**src/rtl/rect_object.sv**
```systemverilog
// rect_object: frame-ticked rectangle sprite (paddle or bouncing ball) drawn through a req/grant pixel port; RECT_OBJECT_HIT_EN builds hit_left/hit_right
module rect_object #(
  parameter int XSCREEN = 160,
  parameter int YSCREEN = 120,
  parameter int XDIM = 2,
  parameter int YDIM = 50,
  parameter int X0 = 2,
  parameter int Y0 = 59,
  parameter int STEP = 1,
  parameter int MODE = 0,
  parameter int W = 20,
  parameter logic [2:0] CLR = 3'b111,
  parameter logic [2:0] ALT = 3'b000
) (
  input  logic       CLOCK_50,
  input  logic       Reset,
  input  logic       enable,
  input  logic       go,
  input  logic       draw,
  input  logic [1:0] Dir,
  input  logic       Xcol,
  input  logic       Ycol,
  input  logic       grant,
  output logic       req,
  output logic       plot,
  output logic [7:0] VGA_X,
  output logic [6:0] VGA_Y,
  output logic [2:0] VGA_COLOR,
  output logic [7:0] X,
  output logic [6:0] Y,
  output logic       frame_done,
  output logic       hit_left,
  output logic       hit_right
);
  localparam logic [8:0] XMAX = 9'(XSCREEN - XDIM);
  localparam logic [7:0] YMAX = 8'(YSCREEN - YDIM);
  localparam logic [8:0] XSTEP = 9'(STEP);
  localparam logic [7:0] YSTEP = 8'(STEP);
  typedef enum logic [2:0] {IDLE, DRAW, WAIT, ERASE, UPDATE, MOVE} state_t;
  state_t state, state_n;
  logic [W-1:0] div;
  logic [7:0] xc, nx, x_inc, x_dec, nx_c;
  logic [6:0] yc, ny, y_inc, y_dec, ny_c;
  logic [8:0] xs;
  logic [7:0] ys;
  logic xdir, ydir, ndx, ndy, ndx_c, ndy_c;
  logic x_hi, x_lo, y_hi, y_lo;
  logic tick, last_x, last;
  assign tick = div == '0;
  assign req = enable && (state == DRAW || state == ERASE);
  assign plot = req && grant;
  assign last_x = xc == 8'(XDIM - 1);
  assign last = last_x && yc == 7'(YDIM - 1);
  assign frame_done = plot && state == DRAW && last;
  assign VGA_X = X + xc;
  assign VGA_Y = Y + yc;
  assign VGA_COLOR = state == ERASE ? ALT : CLR;
  always_comb begin
    xs = {1'b0, X} + XSTEP;
    ys = {1'b0, Y} + YSTEP;
    x_hi = xs >= XMAX;
    x_lo = {1'b0, X} <= XSTEP;
    y_hi = ys >= YMAX;
    y_lo = {1'b0, Y} <= YSTEP;
    x_inc = x_hi ? XMAX[7:0] : xs[7:0];
    x_dec = x_lo ? '0 : X - XSTEP[7:0];
    y_inc = y_hi ? YMAX[6:0] : ys[6:0];
    y_dec = y_lo ? '0 : Y - YSTEP[6:0];
    nx_c = MODE == 1 ? (xdir ? x_inc : x_dec) : X;
    ny_c = MODE == 1 ? (ydir ? y_inc : y_dec) : Dir == 2'b01 ? y_dec : Dir == 2'b10 ? y_inc : Y;
    ndx_c = MODE == 1 ? xdir ^ ((xdir ? x_hi : x_lo) | Xcol) : xdir;
    ndy_c = MODE == 1 ? ydir ^ ((ydir ? y_hi : y_lo) | Ycol) : ydir;
  end
  always_comb begin
    state_n = state;
    if (draw)
      state_n = IDLE;
    else if (enable)
      case (state)
        IDLE:    if (go && tick) state_n = DRAW;
        DRAW:    if (plot && last) state_n = WAIT;
        WAIT:    if (tick) state_n = ERASE;
        ERASE:   if (plot && last) state_n = UPDATE;
        UPDATE:  state_n = MOVE;
        MOVE:    state_n = DRAW;
        default: state_n = IDLE;
      endcase
  end
  always_ff @(posedge CLOCK_50)
    state <= Reset ? IDLE : state_n;
  always_ff @(posedge CLOCK_50) begin
    if (Reset) begin
      div <= '0;
      X <= 8'(X0);
      Y <= 7'(Y0);
      xdir <= 1'b1;
      ydir <= 1'b0;
      xc <= '0;
      yc <= '0;
      nx <= 8'(X0);
      ny <= 7'(Y0);
      ndx <= 1'b1;
      ndy <= 1'b0;
    end else begin
      div <= div + W'(1);
      if (draw) begin
        X <= 8'(X0);
        Y <= 7'(Y0);
        xdir <= 1'b1;
        ydir <= 1'b0;
        xc <= '0;
        yc <= '0;
      end else if (enable) begin
        if (plot) begin
          xc <= last_x ? '0 : xc + 8'd1;
          if (last_x) yc <= last ? '0 : yc + 7'd1;
        end
        if (state == UPDATE) begin
          nx <= nx_c;
          ny <= ny_c;
          ndx <= ndx_c;
          ndy <= ndy_c;
        end
        if (state == MOVE) begin
          X <= nx;
          Y <= ny;
          xdir <= ndx;
          ydir <= ndy;
        end
      end
    end
  end
`ifdef RECT_OBJECT_HIT_EN
  assign hit_left = MODE == 1 && enable && state == MOVE && nx == '0;
  assign hit_right = MODE == 1 && enable && state == MOVE && {1'b0, nx} == XMAX;
`else
  assign hit_left = 1'b0;
  assign hit_right = 1'b0;
`endif
endmodule

```
**config.mk**
```make
export PLATFORM = sky130hd
export DESIGN_NAME = rect_object
export DESIGN_NICKNAME = d
export VERILOG_FILES = /design/src/rtl/rect_object.sv
export SDC_FILE = /design/constraint.sdc
export NUM_CORES = 1
export LEC_CHECK = 0
export BUFFER_PORTS_ARGS = -buffer_cell sky130_fd_sc_hd__buf_2
export CORE_MARGIN = 1
export CORE_UTILIZATION = 23
export DETAILED_ROUTE_END_ITERATION = 8
export PLACE_DENSITY_LB_ADDON = 0.12
export SLEW_MARGIN = 20
export SYNTH_ARGS = -nofsm -noshare
export SYNTH_HDL_FRONTEND = slang
export SYNTH_SLANG_ARGS = --single-unit
```
**constraint.sdc**
```tcl
create_clock -name CLOCK_50 -period 1.8 [get_ports CLOCK_50]
set_input_delay 0.09 -clock CLOCK_50 [delete_from_list [all_inputs] [get_ports CLOCK_50]]
set_output_delay 0.09 -clock CLOCK_50 [all_outputs]
set_load 0.01 [all_outputs]
```
Word-level counts from Yosys, hierarchy flattened. Index checks and enable logic that the tools add are counted.

Flip-flop bits (word level): 68. Latch bits: 0. Memory bits (writable): 0. Memory bits (read-only): 0. Bits of input ports: 10. Memories kept: 0.

$add $sub $neg: 7. Multipliers: 0. Div/mod/pow operators: 0. Magnitude comparators: 2. Eq/ne operators: 13. Shift-type cells: 0. Multiplexer cells: 12. Bitwise operators: 1. Reduce and logical (&&, ||, !) cells: 16.

Operators with widths (number): $mux 7 (5); $add 20x1->20 const B (1); $logic_not 20->1 (1); $pmux 3 s6 (1); $mux 3 (5); $add 7x1->8 const B (1); $add 8x1->8 const B (1); $add 8x8->8 (1); $eq 8x1->1 const B (1); $ge 8x7->1 const B (1); $mux 8 (1); $add 7x1->7 const B (1); $add 7x7->7 (1); $eq 7x6->1 const B (1); $le 7x1->1 const B (1); $logic_and 1x1->1 (7); $sub 7x1->7 const B (1); $eq 3x2->1 const B (2); $eq 3x3->1 const B (2); $reduce_and 3->1 (2); $reduce_and 5->1 (1); $ne 2x1->1 const B (2); $ne 2x2->1 const B (2); $reduce_and 2->1 (2); other kinds (7) (7).

Logic depth before layout (Yosys ltp). Gate-level depths: netlist of the first run.

Word-level depth: 7. Mapped depth: 8. Depth with buffers taken out: 8.

Worst setup path after synthesis of the first run. Ideal clock, no wire load.

Path type: flip-flop to output port. Start: register Y[0]. End: output VGA_Y[6]. Data arrival time: 2.023 ns. Slack: -0.313 ns. Cell stages (with the launch flop): 9. Buffers on the path: 0. Cell sequence: dfxtp_1 ha_1 inv_1 fa_1 nor2b_1 o21ai_0 a21boi_0 nor4_1 nor3b_1.

Longest elaborated chain between the ends: 1.

RTL lines: start, declared (RTL line 30) `output logic [6:0] Y,`; start signal, assigned (RTL line 95) `Y <= 7'(Y0);`; start signal, assigned (RTL line 108) `Y <= 7'(Y0);`; start signal, assigned (RTL line 126) `Y <= ny;`; $add 7x7->7 (RTL line 56) `assign VGA_Y = Y + yc;`; end, declared (RTL line 27) `output logic [6:0] VGA_Y,`.

Every way passes these cells.

Final worst setup path of the first run.
Start: register X[2]. End: output VGA_X[7].

Longest elaborated chain between the ends: 1.

RTL lines: start, declared (RTL line 29) `output logic [7:0] X,`; start signal, assigned (RTL line 94) `X <= 8'(X0);`; start signal, assigned (RTL line 107) `X <= 8'(X0);`; start signal, assigned (RTL line 125) `X <= nx;`; $add 8x8->8 (RTL line 55) `assign VGA_X = X + xc;`; end, declared (RTL line 26) `output logic [7:0] VGA_X,`.

Every way passes these cells.

==> metrics, run 1 <==
synth top area cells=dfxtp_1 35%, ha_1 7.1%, nand2_1 5.9%, xor2_1 5.6%, nor2_1 4.8%; Setup CP Type=reg -> out; # DRC=0; CTS clk-pin slew, worst paths=0.06 ns; dpl cell area=4770 um^2; Final min period=around 2.1 ns; Layout area overhead=40.4%; Final setup viols=10; setup TNS=-1.34 ns; Commonest cells post-synth=68 x dfxtp_1, 61 x nand2_1, 50 x nor2_1; failing checks=negative setup slack; FMAX=around 0.48 GHz; clock buffer depth=2; Hold WS=approximately 0.17 ns; Crit path arrival time=1.97 ns; Tcrit/Tclk final=1.15; largest area contributor in the netlist=dfxtp_1; RSZ-0062 raised after global routing=yes; CP Capture Type=output pin; outcome=finished with violations; Cell Area, Synth=3890 um^2; clock root buffer=clkbuf_16; critical path peak fanout=3; Pwr Total=3.57 mW; register bit total from synthesis=68; worst path required time=about 1.7 ns; clk_skew=0.00407 ns; Lkg Pwr=2.18 nW; first-pass GRT wire length=18,800 um; nets@finish=618; Synth top area share=0.350; count of flip-flops with a built-in enable after synthesis=0; Syn Area/Cell=between 8 and 9 um^2; post-synth cell types=63; Seq/Total Area, Yosys=0.350; gr ovfl total=0; max-slew violation count=0; Finished Layout Cells=between 800 and 900; Die Span Y=about 130 um; CP max-delay cell=ha_1; Vias=~3,700; initial antenna violation count=2; largest net degree at the start of global routing=29; ANT cells=0; Max stage delay on crit path=0.32 ns; die area=17,400 um^2; share of post-route cells with drive strength above 1=0.340; total global-route track usage=0.135; Core Footprint=16,500 um^2; Die W=132 um; post-route design area=5460 um^2; maximum vdd ir drop=roughly 0.00045 V; Pwr per Cell Area=654 nW/um^2; CTS Buf Count=9; dpl hpwl=8410 um; WL final=between 10,000 and 15,000 um; Rows=47; Wirelength per Cell=14.1 um; vias in the first global route=3,675; Top-Level Pins=48; Sink Count=68; Hold Path Class=in -> reg; max cap viols=0; gp weighted congestion=approximately 0.76; CTS tree=done; dominant synthesized flop cell=dfxtp_1; Clock Latency Late Sink=0.33 ns; synth warn=0; startpoint types=flop; CP bufs+invs=1; placed insts=just under 800; count leader, synth=dfxtp_1; iteration count of the initial detailed-routing pass=5; CP cell instances=ha_1 -> nor2b_1 -> o31a_1 -> o41ai_2 -> xnor2_1 -> buf_2; initial core utilization=0.235; # H-tree levels=3; Starting DRT DRC Count=165; Mapped Cells=482; Antenna Nets Post-Route=0; I/O Buffers=43; Post-synth ARST share=0; Crit path max-delay family=compound AO/OA/AOI/OAI gates; Vias/cell=4.62; final hold vios=0; worst-case setup margin in the final layout=-0.265 ns
[sequential cells by signal, summed over array words and instances, names as in the netlist]
signal and count:
div 20, Y 7, ny 7, nx 8
xc 8, state 3, X 8, yc 7
[cell usage in the layout, fill, tap and decap left out, types with 6 or more instances in the layout]
cell type | synthesis | final
buf_4 | 4 | 71
nand2_1 | 61 | 60
dfxtp_1 | 68 | 59
nor2_1 | 50 | 44
buf_2 | 6 | 43
a21oi_1 | 33 | 30
xor2_1 | 25 | 25
nand3_1 | 20 | 18
ha_1 | 22 | 16
inv_1 | 18 | 15
xnor2_1 | 17 | 14
nand4_1 | 14 | 14
nor3_1 | 14 | 12
o21ai_0 | 12 | 9
clkbuf_16 | 0 | 9
and3_1 | 8 | 8
dfxtp_2 | 0 | 6
nor4_1 | 8 | 6
or3_1 | 6 | 6
ha_4 | 0 | 6
[power breakdown]
part | switching [mW] | internal [mW]
Combinational | 0.0802 | 0.0430
Sequential | 0.00585 | 1.51
Clock | 0.710 | 1.22
[cells by family after synthesis]
group | count (synthesis) | synth area share
xor+xnor | 42 | 0.0947
flops | 68 | 0.350
compound gates | 90 | 0.151
other cells | 1 | 0.000965
mux | 2 | 0.00547
simple gates | 209 | 0.264
buf+inv | 46 | 0.0522
fa+ha+maj | 24 | 0.0811
[routing by layer]
metal  vias to the layer above  GRT usage  wire length (um)
met5                         -          0                10
met4                         2     0.0459               162
met3                        17     0.0338               401
met2                        61      0.213              5250
met1                      1765      0.179              5570
li1                       1895          -                 -
[path summary, 6_finish.rpt]
path | start | to | slack (ns) | depth (start not counted)
setup / recovery | X[2] | VGA_X[7] | -0.26 | 6
hold / removal | Reset | ny[6] | 0.17 | 2
setup reg to reg | Y[0] | ny[2] | 0 | 8
hold reg to reg | nx[2] | nx[2] | 0.45 | 2
[area by class of cell]
class                   instances  area [um^2]
clock buffers                   9          225
fillers                      1741        11100
clock inverters                 7          100
multi-input cells             369         2610
repair buffers                118          793
flip-flops and latches         68         1380
well taps                     220          275
inverters                      18         70.1
[repair_timing]
action,CTS,global route
buffers inserted,6,4
hold buffers,0,0
endpoints found under the setup margin,17,23
pin swaps,16,15
resized for setup,43,33
[metrics by stage]
| step | util | setup WS (ns) |
|---|---|---|
| 2_1_floorplan | - | 0.000137 |
| 3_5_place_dp | 0.289 | -0.109 |
| 4_1_cts | 0.320 | -0.341 |
| 6_report | 0.330 | -0.265 |
| 5_1_grt | 0.330 | -0.392 |
| 3_3_place_gp | 0.289 | -0.0894 |
Power figures use the tool's default switching activity.
==> run 2: changes to the inputs <==
- BUFFER_PORTS_ARGS: -buffer_cell sky130_fd_sc_hd__buf_2 -> default
- DONT_BUFFER_PORTS: default -> 1
- clock period: 1.8 -> 2.6 ns (I/O delays scaled with it)
==> run 2 against run 1 <==
  * The flow now finishes without violations
  * Clock power shrank 32%
  * Clock-buffer cell count grew 3
  * Sequential power shrank 30%
  * Design area shrank 17%
  * Critical path depth grew 3
  * Critical path type unchanged
  * Critical endpoint is now VGA_Y[6]
==> metrics, run 2 (synthesis gave the netlist of run 1 again) <==
initial core utilization=0.235 (unchanged); FF-to-FF setup slack=0.54 ns (was 0 ns); Core Footprint=16,500 um^2 (unchanged); clk_skew=0.00763 ns (was 0.00407 ns); Hold Path Class=in -> reg (unchanged); critical path peak fanout=6 (was 3); Layout area overhead=16.5% (was 40.4%); # DRC=0 (unchanged); startpoint types=flop (unchanged); Clock Latency Late Sink=0.33 ns (about the same); vias in the first global route=3,173 (was 3,675); final hold vios=0 (unchanged); worst path required time=2.47 ns (was 1.71 ns); FMAX=0.418 GHz; Slew HR=0.476; Worst R2R End=ny[0] (was ny[2]); WL final=10,500 um (was 11,400 um); first-pass GRT wire length=17,300 um (was 18,800 um); Vias/cell=4.67 (was 4.62); Starting DRT DRC Count=137 (was 165); Top reg by flops=div (unchanged); maximum vdd ir drop=0.000299 V (was 0.000451 V); initial antenna violation count=1 (was 2); outcome=completed (was finished with violations); Post CTS Setup Buffer Count=0 (was 6); max-slew violation count=0 (unchanged); CP cell instances=ha_1 -> inv_1 -> fa_1 -> nor2b_1 -> o21ai_0 -> a21boi_2 -> nor4_1 -> nor3b_1 -> buf_4 (was ha_1 -> nor2b_1 -> o31a_1 -> o41ai_2 -> xnor2_1 -> buf_2); CTS clk-pin slew, worst paths=0.06 ns (about the same); Fillers=1,776 (was 1,741); Pwr per Cell Area=539 nW/um^2 (was 654 nW/um^2); Crit path arrival time=2.26 ns (was 1.97 ns); share of post-route cells with drive strength above 1=0.0854 (was 0.340); Vias=3,323 (was 3,740); largest net degree at the start of global routing=34 (was 29); CTS tree=done (unchanged); Util after Layout=0.274 (was 0.330); Die W=132 um (unchanged); gp weighted congestion=0.785 (was 0.758); I/O Buffers=0 (was 43); most frequent cells in the layout=68 x dfxtp_1, 61 x nand2_1, 50 x nor2_1, 33 x a21oi_1, 25 x xor2_1 (was 71 x buf_4, 60 x nand2_1, 59 x dfxtp_1, 44 x nor2_1, 43 x buf_2); Rows=47 (unchanged); most common cell after layout, fill and taps aside=dfxtp_1 (was buf_4); Sink Count=68 (unchanged); reg2reg start=state[2] (was Y[0]); CTS Buf Count=9 (unchanged); Final min period=approximately 2.4 ns; Max stage delay on crit path=0.45 ns (was 0.32 ns); Antenna Nets Post-Route=0 (unchanged); clock root buffer=clkbuf_16 (unchanged); Worst Tran Pin Value=just under 0.8 ns; crit path from=yc[0] (was X[2]); nets@finish=521 (was 618); max cap viols=0 (unchanged); total global-route track usage=0.126 (was 0.135); Final setup viols=0 (was 10); Tcrit/Tclk final=0.921; dpl hpwl=7610 um (was 8410 um); die area=17,400 um^2 (unchanged); CP max-delay cell=dfxtp_1 (was ha_1); Setup CP Type=reg -> out (unchanged); R2R depth=5 (was 8); Wirelength per Cell=14.7 um (was 14.1 um); crit path capture=VGA_Y[6] (was VGA_X[7]); iteration count of the initial detailed-routing pass=6 (was 5); flip-flop count of the largest register after layout=20 (unchanged); gr ovfl total=0 (unchanged); RSZ-0062 raised after global routing=no (was yes); post-route design area=4530 um^2 (was 5460 um^2); CP Capture Type=output pin (unchanged); dpl cell area=4170 um^2 (was 4770 um^2); Lkg Pwr=1.65 nW (was 2.18 nW); Die Span Y=132 um (unchanged); setup TNS=0 ns (was -1.34 ns); Top-Level Pins=48 (unchanged); # H-tree levels=3 (unchanged); ANT cells=0 (unchanged); clock buffer depth=2 (unchanged)
[run 2: changes by cell type in the layout (fill, tap and decap cells not counted), sizes merged]
cell	change
clkinv	-3
clkinvlp	+1
inv	-1
dlygate4sd3	+1
buf	-98
clkbuf	+3
[run 2: worst min-delay path by stage]
stage	startpoint	depth (start not counted)	end	slack [ns]
after floorplan	enable	2	state[0]	0.28
after detailed placement	Reset	1	div[15]	0.22
final	Reset	2	ny[2]	0.04
after CTS	Reset	2	ny[2]	0.01
after global placement	Reset	1	nx[0]	0.21
after global routing	Reset	2	ny[2]	0.03
[run 2: cell type report]
type                    instances  area [um^2]  share of cell area
multi-input cells             369         2330               0.515
flip-flops and latches         68         1360               0.301
well taps                     220          275              0.0608
clock buffers                  12          246              0.0545
repair buffers                 21          173              0.0382
clock inverters                 4         72.6              0.0160
inverters                      18         67.6              0.0149
[run 2: per-layer routing]
| metal | routed length [um] | vias up | GRT usage |
|---|---|---|---|
| li1 | - | 1699 | - |
| met1 | 5090 | 1558 | 0.161 |
| met2 | 4650 | 55 | 0.198 |
| met3 | 634 | 9 | 0.0477 |
| met4 | 99 | 2 | 0.0317 |
| met5 | 13 | - | 0 |
[run 2: power breakdown]
group,total (mW),switching [mW],internal (mW)
clock network,1.32,0.455,0.865
registers,1.05,0.00575,1.05
logic,0.0678,0.0437,0.0241
[run 2: through the flow]
stage / power, mW / hold slack [ns] / std cells / setup slack, ns
floorplan: 1.12 / 0.280 / 483 / 0.447
global placement: 1.13 / 0.211 / 694 / 0.398
detailed placement: 1.13 / 0.217 / 694 / 0.385
CTS: 2.49 / 0.0139 / 712 / 0.0164
global route: 2.55 / 0.0307 / 712 / 0.00929
finish: 2.44 / 0.0375 / 712 / 0.206
[run 2: timing repair]
| action | 4_1_cts | 5_1_grt |
|---|---|---|
| endpoints found under the hold margin | 35 | 0 |
| endpoints found under the setup margin | 0 | 2 |
| hold buffers | 2 | 0 |
| gates resized for setup | 0 | 3 |
[run 2: worst max-delay path: cells and delay by family (launching register included)]
kind            cells  cell delay (ns)
compound gates      2             0.31
fa+ha+maj           2             0.60
buf+inv             2             0.20
flops               1             0.45
simple gates        3             0.37
